<file path="config.mk">
export PLATFORM = sky130hd
export DESIGN_NAME = reg_share_arbiter
export DESIGN_NICKNAME = d
export VERILOG_FILES = /design/src/rtl/reg_share_arbiter_pkg.sv /design/src/rtl/reg_share_arbiter_share_reg.sv /design/src/rtl/reg_share_arbiter.sv
export SDC_FILE = /design/constraint.sdc
export NUM_CORES = 1
export LEC_CHECK = 0
export ABC_AREA = 0
export BUFFER_PORTS_ARGS = -buffer_cell sky130_fd_sc_hd__buf_2
export CAP_MARGIN = 20
export CORE_UTILIZATION = 39
export DETAILED_ROUTE_END_ITERATION = 12
export HOLD_SLACK_MARGIN = 0.05
export PLACE_DENSITY = 0.69
export SETUP_SLACK_MARGIN = 0.05
export SYNTH_ARGS = -nofsm -noshare
export SYNTH_HDL_FRONTEND = slang
export SYNTH_SLANG_ARGS = --single-unit
</file>
<file path="constraint.sdc">
create_clock -name c -period 1.8 [get_ports c]
set_input_delay 0.36 -clock c [delete_from_list [all_inputs] [get_ports c]]
set_output_delay 0.36 -clock c [all_outputs]
set_load 0.03 [all_outputs]
</file>
<file path="src/rtl/reg_share_arbiter_pkg.sv">
// Shared definitions for the two-requester shared-register arbiter.
package reg_share_arbiter_pkg;

  // Sequencer states
  typedef enum logic [1:0] {
    IDLE = 2'b00,
    LOAD = 2'b01,
    HOLD = 2'b10
  } state_t;

  // Requester indices (also the mux select value for each requester)
  localparam logic REQ0 = 1'b0;
  localparam logic REQ1 = 1'b1;

  // Default parameterisation
  localparam int unsigned DEF_W        = 4;
  localparam int unsigned DEF_HOLD_MAX = 8;

  // Index of the requester that is not k
  function automatic logic other(input logic k);
    return (k == REQ0) ? REQ1 : REQ0;
  endfunction

endpackage

</file>
<file path="src/rtl/reg_share_arbiter_share_reg.sv">
// Shared W-bit register with a 2:1 input mux and load enable.
module share_reg
  import reg_share_arbiter_pkg::*;
#(
  parameter int unsigned W = DEF_W
) (
  input  logic         c,
  input  logic         re,
  input  logic         ld,
  input  logic         sel,
  input  logic [W-1:0] d0,
  input  logic [W-1:0] d1,
  output logic [W-1:0] q
);

  // Capture the selected data word on the falling edge whenever ld is high
  always_ff @(negedge c or posedge re) begin
    if (re) begin
      q <= '0;
    end else if (ld) begin
      q <= (sel == REQ1) ? d1 : d0;
    end
  end

endmodule

</file>
<file path="src/rtl/reg_share_arbiter.sv">
// Round-robin arbiter and load sequencer for one shared register.
// The FSM owns grants, mux select, load enable, timeout and the
// round-robin pointer; the datapath lives in share_reg.
module reg_share_arbiter
  import reg_share_arbiter_pkg::*;
#(
  parameter int unsigned W        = DEF_W,
  parameter int unsigned HOLD_MAX = DEF_HOLD_MAX
) (
  input  logic         c,
  input  logic         re,
  input  logic         req0,
  input  logic         req1,
  input  logic [W-1:0] d0,
  input  logic [W-1:0] d1,
  output logic         gnt0,
  output logic         gnt1,
  output logic         sel,
  output logic         ld,
  output logic [W-1:0] q,
  output logic         tmo
);

  localparam int unsigned   CW      = $clog2(HOLD_MAX + 1);
  localparam logic [CW-1:0] CNT_MAX = CW'(HOLD_MAX);

  state_t        state;
  logic          ptr;
  logic [CW-1:0] cnt;
  logic [CW-1:0] cnt_nxt;
  logic          pick;
  logic          own_req;
  logic          oth_req;

  // Winner selection from IDLE, owner/other request views, saturating count
  always_comb begin
    pick    = REQ0;
    own_req = 1'b0;
    oth_req = 1'b0;
    cnt_nxt = cnt;
    if (req0 && req1) begin
      pick = ptr;
    end else if (req1) begin
      pick = REQ1;
    end
    // sel always names the current owner while a grant is held
    own_req = (sel == REQ1) ? req1 : req0;
    oth_req = (sel == REQ1) ? req0 : req1;
    if (cnt != CNT_MAX) begin
      cnt_nxt = cnt + CW'(1);
    end
  end

  // Sequencer FSM with registered grant, select, load and timeout outputs
  always_ff @(negedge c or posedge re) begin
    if (re) begin
      state <= IDLE;
      gnt0  <= 1'b0;
      gnt1  <= 1'b0;
      sel   <= REQ0;
      ld    <= 1'b0;
      tmo   <= 1'b0;
      ptr   <= REQ0;
      cnt   <= '0;
    end else begin
      tmo <= 1'b0;
      unique case (state)
        IDLE: begin
          if (req0 || req1) begin
            state <= LOAD;
            gnt0  <= (pick == REQ0);
            gnt1  <= (pick == REQ1);
            sel   <= pick;
            ld    <= 1'b1;
            cnt   <= '0;
          end
        end
        LOAD: begin
          // Load completes here regardless of the owner's request level
          state <= HOLD;
          ld    <= 1'b0;
          cnt   <= '0;
        end
        HOLD: begin
          if (!own_req || (cnt_nxt == CNT_MAX)) begin
            // Normal release and timeout share one path; tmo only when
            // the owner was still requesting
            tmo <= own_req;
            ptr <= other(sel);
            cnt <= '0;
            if (oth_req) begin
              state <= LOAD;
              gnt0  <= (other(sel) == REQ0);
              gnt1  <= (other(sel) == REQ1);
              sel   <= other(sel);
              ld    <= 1'b1;
            end else begin
              state <= IDLE;
              gnt0  <= 1'b0;
              gnt1  <= 1'b0;
            end
          end else begin
            cnt <= cnt_nxt;
          end
        end
        default: begin
          state <= IDLE;
          gnt0  <= 1'b0;
          gnt1  <= 1'b0;
          ld    <= 1'b0;
          cnt   <= '0;
        end
      endcase
    end
  end

  share_reg #(
    .W(W)
  ) u_share_reg (
    .c  (c),
    .re (re),
    .ld (ld),
    .sel(sel),
    .d0 (d0),
    .d1 (d1),
    .q  (q)
  );

endmodule

</file>
==> results of run 1 <==
-- sequential cells by signal, summed over array words and instances, names as in the netlist --
signal and cells:
state 2, u_share_reg.q 4, tmo 1, cnt 4, ld 1, gnt0 1
sel 1, gnt1 1, ptr 1
-- stage by stage --
step | power [W] | cells | cell area [sq um] | utilization (%) | hold slack, ns
CTS | 0.001964 | 160 | 1310 | 64.79 | 0.4893
detailed placement | 0.001494 | 152 | 1127 | 55.75 | 0.4742
floorplan | 0.001196 | 90 | 877.1 | - | 0.4337
finish | 0.002177 | 167 | 1454 | 71.91 | 0.4672
global placement | 0.001471 | 152 | 1127 | 55.75 | 0.4601
global route | 0.002306 | 167 | 1454 | 71.91 | 0.5072
-- cell type report --
type	instances	area share, %
clock buffer	4	2.496
inverter	8	2.065
multi-input combinational	64	37.69
sequential	16	27.54
tap	27	2.324
timing repair buffer	48	27.88
-- logic make-up (layout without fill, tap and decap cells) --
kind of cell | Yosys count | count (layout)
AND/OR/NAND/NOR | 27 | 27
multiplexers | 7 | 7
flip-flops | 16 | 16
AO/OA/AOI/OAI | 26 | 26
buffers and inverters | 10 | 60
adder cells (fa/ha/maj) | 2 | 2
XOR/XNOR | 2 | 2
-- timing repair --
action,4_1_cts,5_1_grt
setup buffers,4,7
setup endpoints to repair,21,21
pin swaps,6,7
resized for setup,36,21
-- metal layers --
| layer | vias up | share of wire (%) | global-route usage (%) |
|---|---|---|---|
| met5 | - | 0 | 0 |
| met2 | 23 | 53 | 36.34 |
| li1 | 419 | - | - |
| met3 | 4 | 2.7 | 2.181 |
| met4 | 0 | 1.8 | 10.29 |
| met1 | 409 | 43 | 24.60 |
-- final timing paths --
path	start	to	slack, ns	cells past startpoint
hold / removal	state[1]$_DFFE_NP0P_	state[1]$_DFFE_NP0P_	0.47	1
setup / recovery	ld$_DFFE_NP0P_	ld	-0.34	1
max in group asynchronous	re	ptr$_DFFE_NP0P_	0.74	3
setup reg to reg	cnt[0]$_DFFE_NP0P_	gnt0$_DFFE_NP0P_	-0.01	8
min in group asynchronous	re	cnt[1]$_DFFE_NP0P_	0.85	3
hold reg to reg	state[1]$_DFFE_NP0P_	state[1]$_DFFE_NP0P_	0.47	1
-- cell usage in the layout, fill, tap and decap left out, types with 2 or more instances in the layout --
cell,count
inv_2,3
nand2_4,2
o21ai_0,2
nor2_1,7
nor2b_1,2
ha_4,2
o21ai_1,4
nor2_2,2
buf_4,23
xor2_1,2
buf_2,9
buf_6,14
inv_1,5
mux2i_1,5
o21ai_2,5
nand3_1,3
a21oi_1,4
nand2_1,3
buf_8,2
clkbuf_4,3
dfrtn_1,16
a22o_1,2
-- power by group --
| group | switching (W) | leakage (nW) | internal (W) | total (W) |
|---|---|---|---|---|
| clock | 0.000108 | 0.0210 | 0.000123 | 0.000231 |
| sequential | 0.000127 | 0.197 | 0.000498 | 0.000625 |
| combinational | 0.000649 | 0.475 | 0.000672 | 0.00132 |
-- Yosys cell counts, types with 2 or more instances --
cell,instances
dfrtn_1,16
nor2_1,9
inv_1,7
o21ai_0,7
mux2i_1,6
a21oi_1,5
nand2_1,5
nand3_1,3
nor2b_1,3
o21ai_1,3
a211oi_1,2
a22o_1,2
ha_1,2
xor2_1,2
==> results_dict.tcl, run 1 <==
set metrics [dict create \
    rsz0062_at_grt "yes" \
    vias_per_cell 5.120 \
    io_buffers 20 \
    route.detailed.drc 0 \
    wirelength_microns 2451 \
    antenna_found_initial 0 \
    synth_compound_area_share_pct 19.77 \
    start_util_pct 42.57 \
    syn-instance-count 90 \
    num_vias 855 \
    synth_simple_gate_area_share_pct 15.70 \
    crit_chain "buf_6" \
    syn2layout_area_growth_pct 68.89 \
    drive_gt1_share_pct 56.43 \
    yosys.area_share.xor_xnor_pct 2.035 \
    post-dp-hpwl_microns 1383 \
    clockRootBuffer "clkbuf_4" \
    synth.top_cell.area_share_pct 46.51 \
    slowest_stage "dfrtn_1" \
    cp.arrival_ns 1.78 \
    grt_overflow 0 \
    status "finished with violations" \
    p_leak_nw 0.6936 \
    cp_slowest_stage_delay_ns 0.45 \
    clockBufferDepth 2 \
    max-vdd-ir-drop_uv 1043 \
    drt_iter0_drc 22 \
    setup_viol 19 \
    fp-row-count 16 \
    wl_per_cell_microns 14.68 \
    die_y_microns 48.98 \
    first_pass_iters 4 \
    ys_ff_latch 16 \
    ys.flop_type "dfrtn_1" \
    grt_pass1_vias 854 \
    ioPinCount 21 \
    crit_buf_inv 1 \
    yosysTopAreaCell "dfrtn_1" \
    synth_top_family_by_area "compound AO/OA/AOI/OAI gates" \
    grt_pass1_wl_microns 3698 \
    cp-end-kind "output pin" \
    drv_cap 0 \
    htreeDepth 1 \
    violations "negative setup slack" \
    crit_path_start_kind "flip-flop" \
    path_clk_slew_ns 0.06 \
    ys_seq_area_share_pct 46.51 \
    dieArea_sq_um 2399 \
    tightest_slew_ns 0.3814 \
    muxShareOfSynthArea_pct 8.285 \
    path_max_fanout 2 \
    synth.avg_cell_area_sq_um 9.565 \
    synthTopCellsByArea "dfrtn_1 47%, mux2i_1 7.0%, o21ai_0 4.1%" \
    grt.total_usage_pct 20.56 \
    max_slew_margin_pct 74.52 \
    critical_path.top_delay_family "flip-flops" \
    diodes 0 \
    core-area_sq_um 2022 \
    clock_skew_ns 0.002827 \
    netlist_area_sq_um 860.8 \
    path_class "reg2out" \
    routabilityCongestion 0.7968 \
    dpl_worst_slack_ns -0.5264 \
    ys_warn_count 0 \
    ant_nets 0 \
    layout.nets 155 \
    cts_made_buffers 3 \
    min_path_type "reg2reg" \
    syn_nets 104 \
    cts_tree "done" \
    fill_cells 139 \
    fin_tns_setup_ns -4.189 \
    drv_slew 0 \
    dieWidth_microns 48.98 \
    postSynth.asyncResetShare_pct 100.0 \
    cts.sinks 16 \
    setup_slack_ns -0.3364 \
    synth_edf_count 0 \
    powerDensity_nw_per_um2 1497 \
    required_ns 1.44 \
    hold_viol_final 0 \
    yosysUniqueCellTypes 32 \
    ctsHoldBuffers 0 \
    multi_input_area_sq_um 548.0 \
    grt_max_degree 17 \
    ff_latch_area_sq_um 400.4 \
    clk_latency_ns 0.28 \
    synthAdderAreaFrac_pct 2.907 \
]
Power figures use the tool's default switching activity.
==> inputs of run 2 (changes only) <==
- SYNTH_HIERARCHICAL: not set -> 1
==> results_dict.tcl, run 2 <==
set metrics [dict create \
    netlist_area_sq_um 850.8 \
    diodes 0 \
    grt.total_usage_pct 20.62 \
    fp-row-count 16 \
    r2r_slack_ns -0.06 \
    clockPowerShare_pct 11.9 \
    synth.avg_cell_area_sq_um 9.560 \
    grt_pass1_wl_microns 3760 \
    htreeDepth 1 \
    ys_ff_latch 16 \
    routabilityCongestion 0.7575 \
    clk_latency_ns 0.28 \
    io_buffers 20 \
    first_pass_iters 4 \
    cp-end-kind "output pin" \
    holdPathStages 1 \
    setup_viol 17 \
    dieWidth_microns 48.71 \
    fin_tns_setup_ns -4.073 \
    violations "negative setup slack" \
    synth_top_family_by_area "compound AO/OA/AOI/OAI gates" \
    yosysTopAreaCell "dfrtn_1" \
    required_ns 1.44 \
    cts_made_buffers 3 \
    critical_path.top_delay_family "flip-flops" \
    ys_seq_area_share_pct 47.06 \
    min_to "state[1]$_DFFE_NP0P_" \
    postSynth.asyncResetShare_pct 100.0 \
    r2r_start "cnt[0]$_DFFE_NP0P_" \
    min_path_type "reg2reg" \
    power_frac_seq_pct 31.0 \
    p_leak_nw 0.6383 \
    ioPinCount 21 \
    yosysUniqueCellTypes 33 \
    synth_simple_gate_area_share_pct 14.71 \
    drt_iter0_drc 18 \
    crit_buf_inv 1 \
    synth_edf_count 0 \
    reg2reg_depth 9 \
    final_cells 162 \
    synth_compound_area_share_pct 20.15 \
    drive_gt1_share_pct 51.85 \
    post-dp-hpwl_microns 1520 \
    final_cell_mix "22 x buf_4, 16 x dfrtn_1, 13 x buf_6" \
    hold_path_startpoint "state[1]$_DFFE_NP0P_" \
    wl_per_cell_microns 14.10 \
    syn2layout_area_growth_pct 62.21 \
    cts_tree "done" \
    grt_max_degree 13 \
    synthAdderAreaFrac_pct 2.941 \
    clockRootBuffer "clkbuf_4" \
    reg.largest.list "cnt x4, u_share_reg/q x4, state x2" \
    place_area_sq_um 1090 \
    final_common_cell "buf_4" \
    p_comb_share_pct 57.1 \
    drv_slew 0 \
    yosysMostFrequentCell "dfrtn_1" \
    syn_nets 103 \
    ys_warn_count 6 \
    synthTopCellsByArea "dfrtn_1 47%, mux2i_1 8.2%, nor2_1 4.4%" \
    core-area_sq_um 2002 \
    yosys.area_share.xor_xnor_pct 0 \
    drv_cap 0 \
    die_y_microns 48.71 \
    dp_cells 148 \
    tightest_slew_ns 0.3323 \
    slowest_stage "dfrtn_1" \
    p_sw_share_pct 40.59 \
    rsz0062_at_grt "yes" \
    syn-instance-count 89 \
    cts.sinks 16 \
    clock_skew_ns 0.003440 \
    path_clk_slew_ns 0.07 \
    max-vdd-ir-drop_uv 1262 \
    dieArea_sq_um 2372 \
    ant_nets 0 \
    hold_viol_final 0 \
    p_sw_w 0.0008115 \
    muxShareOfSynthArea_pct 8.235 \
    start_util_pct 42.50 \
    cp_slowest_stage_delay_ns 0.45 \
    p_int_w 0.001188 \
    grt_pass1_vias 873 \
    antenna_found_initial 0 \
    grt_overflow 0 \
    ys.flop_type "dfrtn_1" \
    max_slew_margin_pct 77.68 \
    num_vias 842 \
    crit_chain "buf_6" \
    layout.nets 150 \
    timing.rr.end "sel$_DFFE_NP0P_" \
    wirelength_microns 2284 \
    crit_path_start_kind "flip-flop" \
    path_max_fanout 2 \
    path_class "reg2out" \
    powerDensity_nw_per_um2 1449 \
    clockBufferDepth 2 \
    synthTopCellsByCount "16 x dfrtn_1, 10 x nor2_1, 8 x inv_1, 7 x mux2i_1, 6 x o21ai_0" \
    dpl_worst_slack_ns -0.5652 \
    synth.top_cell.area_share_pct 47.06 \
    finalInstanceArea_sq_um 1380 \
    status "finished with violations" \
    setup_slack_ns -0.3378 \
    cp.arrival_ns 1.78 \
    vias_per_cell 5.198 \
    route.detailed.drc 0 \
]
[run 2: cell types whose count changed after synthesis, sizes merged, moves of 2 or more]
| cell | before | now |
|---|---|---|
| buf | 1 | 3 |
| nand2 | 6 | 3 |
| nand2b | 1 | 3 |
| nand3 | 3 | 5 |
| nor2b | 3 | 0 |
| o21ai | 11 | 7 |
| xor2 | 2 | 0 |
[run 2: power by group through the flow]
stage,logic [W],registers [W],clock network [W]
6_report,0.00114,0.000619,0.000239
4_1_cts,0.00102,0.000610,0.000246
5_1_grt,0.00123,0.000637,0.000265
3_3_place_gp,0.000795,0.000583,0
2_1_floorplan,0.000377,0.000774,0
3_5_place_dp,0.000816,0.000588,0
[run 2: per-stage QoR]
stage / power, W / hold slack [ns] / utilization [%]
2_1_floorplan: 0.001152 / 0.4225 / -
3_3_place_gp: 0.001378 / 0.4329 / 54.44
3_5_place_dp: 0.001404 / 0.4577 / 54.44
4_1_cts: 0.001875 / 0.4810 / 63.19
5_1_grt: 0.002131 / 0.5088 / 68.94
6_report: 0.001999 / 0.4883 / 68.94
[run 2: how the worst max path moves through the flow]
stage | start | end | cells past startpoint
after floorplan | req1 | gnt0$_DFFE_NP0P_ | 6
after global placement | req0 | gnt0$_DFFE_NP0P_ | 6
after detailed placement | req0 | gnt0$_DFFE_NP0P_ | 6
after CTS | gnt0$_DFFE_NP0P_ | gnt0 | 1
after global routing | gnt1$_DFFE_NP0P_ | gnt1 | 1
final | gnt0$_DFFE_NP0P_ | gnt0 | 1
[run 2: final cells by class]
class,count,area [sq um]
clock buffer,4,36.28
sequential,16,400.4
fill,145,621.8
tap,27,33.78
inverter,9,33.78
timing repair buffer,46,391.6
multi-input combinational,60,484.2
[run 2: kinds of logic after synthesis]
kind of cell               after synthesis
and+or+nand+nor                         26
AOI/OAI and AO/OA                       25
DFF                                     16
buffers and inverters                   13
muxes                                    7
adders and majority gates                2
[run 2: metal layers]
metal / global-route usage [%] / part of all wire, % / wire, microns / up-vias
li1: - / - / - / 407
met4: 8.333 / 0.92 / 21 / 0
met3: 3.459 / 4.3 / 98 / 4
met2: 37.50 / 55 / 1251 / 28
met5: 0 / 0 / 0 / -
met1: 23.69 / 40 / 913 / 403
[run 2: repair_timing]
action                                  in CTS  in global routing
pin swaps                                    8                 10
gates cloned                                 0                  0
gates resized for setup                     32                 17
hold buffers                                 0                  0
endpoints found under the setup margin      19                 21
setup buffers                                6                  6
==> inputs of run 3 (changes only) <==
- CELL_PAD_IN_SITES_DETAIL_PLACEMENT: not set -> 2
- CELL_PAD_IN_SITES_GLOBAL_PLACEMENT: not set -> 2
- CORE_UTILIZATION: 39 -> 28
- HOLD_SLACK_MARGIN: 0.05 -> 0.03
- PLACE_DENSITY: 0.69 -> 0.78
==> results_dict.tcl, run 3 (synthesized netlist as in run 2, its figures left out) <==
set metrics [dict create \
    violations "design-rule violations, negative setup slack" \
    critical_path.top_delay_family "flip-flops" \
    clk_latency_ns 0.31 \
    drt_iter0_drc 14 \
    p_int_w 0.001258 \
    wl_per_cell_microns 22.00 \
    die_y_microns 57.13 \
    p_comb_share_pct 60.2 \
    routabilityCongestion 0.6975 \
    dieArea_sq_um 3263 \
    clockBufferDepth 2 \
    first_pass_iters 7 \
    cts_made_buffers 3 \
    post-route-util_pct 53.34 \
    route.detailed.drc 4 \
    path_class "reg2out" \
    p_sw_share_pct 43.75 \
    drive_gt1_share_pct 59.15 \
    cp-end-kind "output pin" \
    grt_pass1_vias 982 \
    holdWs_ns 0.4792 \
    fill_cells 294 \
    grt_overflow 0 \
    required_ns 1.44 \
    dieWidth_microns 57.13 \
    hold_viol_final 0 \
    crit_buf_inv 1 \
    p_leak_nw 0.7100 \
    final_cell_mix "27 x buf_4, 16 x dfrtn_1, 16 x buf_6" \
    drv_cap 0 \
    num_vias 911 \
    grt.total_usage_pct 22.00 \
    tightest_slew_ns 0.4308 \
    cp_slowest_stage_delay_ns 0.47 \
    syn2layout_area_growth_pct 77.35 \
    htreeDepth 1 \
    path_clk_slew_ns 0.08 \
    cts_tree "done" \
    clockRootBuffer "clkbuf_4" \
    status "finished with violations" \
    power_frac_seq_pct 28.2 \
    ctsHoldBuffers 0 \
    place_area_sq_um 1117 \
    drv_slew 0 \
    ant_nets 0 \
    ioPinCount 21 \
    diodes 0 \
    io_buffers 20 \
    cp.arrival_ns 1.84 \
    cts.sinks 16 \
    setup_viol 19 \
    grt_pass1_wl_microns 5299 \
    fp-row-count 19 \
    p_sw_w 0.0009788 \
    post-dp-hpwl_microns 2008 \
    wirelength_microns 3806 \
    slowest_stage "dfrtn_1" \
    layout.nets 157 \
    finalInstanceArea_sq_um 1509 \
    setup_slack_ns -0.3971 \
    clock_skew_ns 0.01036 \
    rsz0062_at_grt "yes" \
    crit_chain "buf_6" \
    powerDensity_nw_per_um2 1483 \
    grt_max_degree 13 \
    core-area_sq_um 2829 \
    min_path_type "reg2reg" \
    final_common_cell "buf_4" \
    max_slew_margin_pct 71.07 \
    start_util_pct 30.08 \
    clockPowerShare_pct 11.6 \
    antenna_found_initial 0 \
    vias_per_cell 5.266 \
    reg.largest.list "cnt x4, u_share_reg/q x4, state x2" \
    path_max_fanout 2 \
    max-vdd-ir-drop_uv 1048 \
    fin_tns_setup_ns -4.272 \
    crit_path_start_kind "flip-flop" \
]
run 3: path summary, 6_finish.rpt:
| check | start | endpoint | depth (start not counted) | slack (ns) |
|---|---|---|---|---|
| max | ld$_DFFE_NP0P_ | ld | 1 | -0.40 |
| min | gnt0$_DFFE_NP0P_ | gnt0$_DFFE_NP0P_ | 1 | 0.48 |
| max reg2reg | cnt[1]$_DFFE_NP0P_ | sel$_DFFE_NP0P_ | 9 | -0.16 |
| min reg2reg | gnt0$_DFFE_NP0P_ | gnt0$_DFFE_NP0P_ | 1 | 0.48 |
| max in group asynchronous | re | cnt[0]$_DFFE_NP0P_ | 3 | 0.76 |
| min in group asynchronous | re | u_share_reg/q[1]$_DFFE_NP0P_ | 2 | 0.74 |
run 3: repair_timing:
item                                    CTS  global route
gates cloned                              0             0
resized for setup                        38            22
hold endpoints to repair                  0             0
endpoints found under the setup margin   19            21
pin swaps                                 8             8
buffers inserted                          9             7
run 3: area by class of cell:
cell class	instances	area, sq um	share of cell area (%)
Tap cell	31	38.79	2.570
Sequential cell	16	400.4	26.53
Inverter	9	33.78	2.239
Timing Repair Buffer	53	442.9	29.35
Clock buffer	4	36.28	2.405
Multi-Input combinational cell	60	556.8	36.90
run 3: power by group through the flow:
| stage | clock network [W] | registers, W | logic [W] |
|---|---|---|---|
| after floorplan | 0 | 0.000774 | 0.000377 |
| after global placement | 0 | 0.000583 | 0.000826 |
| after detailed placement | 0 | 0.000599 | 0.000863 |
| after CTS | 0.000256 | 0.000619 | 0.00112 |
| after global routing | 0.000277 | 0.000643 | 0.00143 |
| final | 0.000259 | 0.000631 | 0.00135 |
run 3: metal layers:
| layer | vias to the layer above | part of all wire, % | GRT usage, % |
|---|---|---|---|
| met2 | 20 | 53 | 40.67 |
| met3 | 10 | 2.9 | 4.082 |
| met5 | - | 0 | 0 |
| met1 | 460 | 40 | 26.14 |
| met4 | 0 | 3.2 | 5.575 |
| li1 | 421 | - | - |
run 3: per-stage QoR:
| stage | cells | total power, W | setup WS (ns) |
|---|---|---|---|
| final | 173 | 0.002237 | -0.3971 |
| after global routing | 173 | 0.002346 | -0.4100 |
| after CTS | 167 | 0.001990 | -0.3628 |
| after detailed placement | 155 | 0.001462 | -0.5928 |
| after global placement | 155 | 0.001408 | -0.4854 |
| after floorplan | 89 | 0.001152 | -0.4336 |
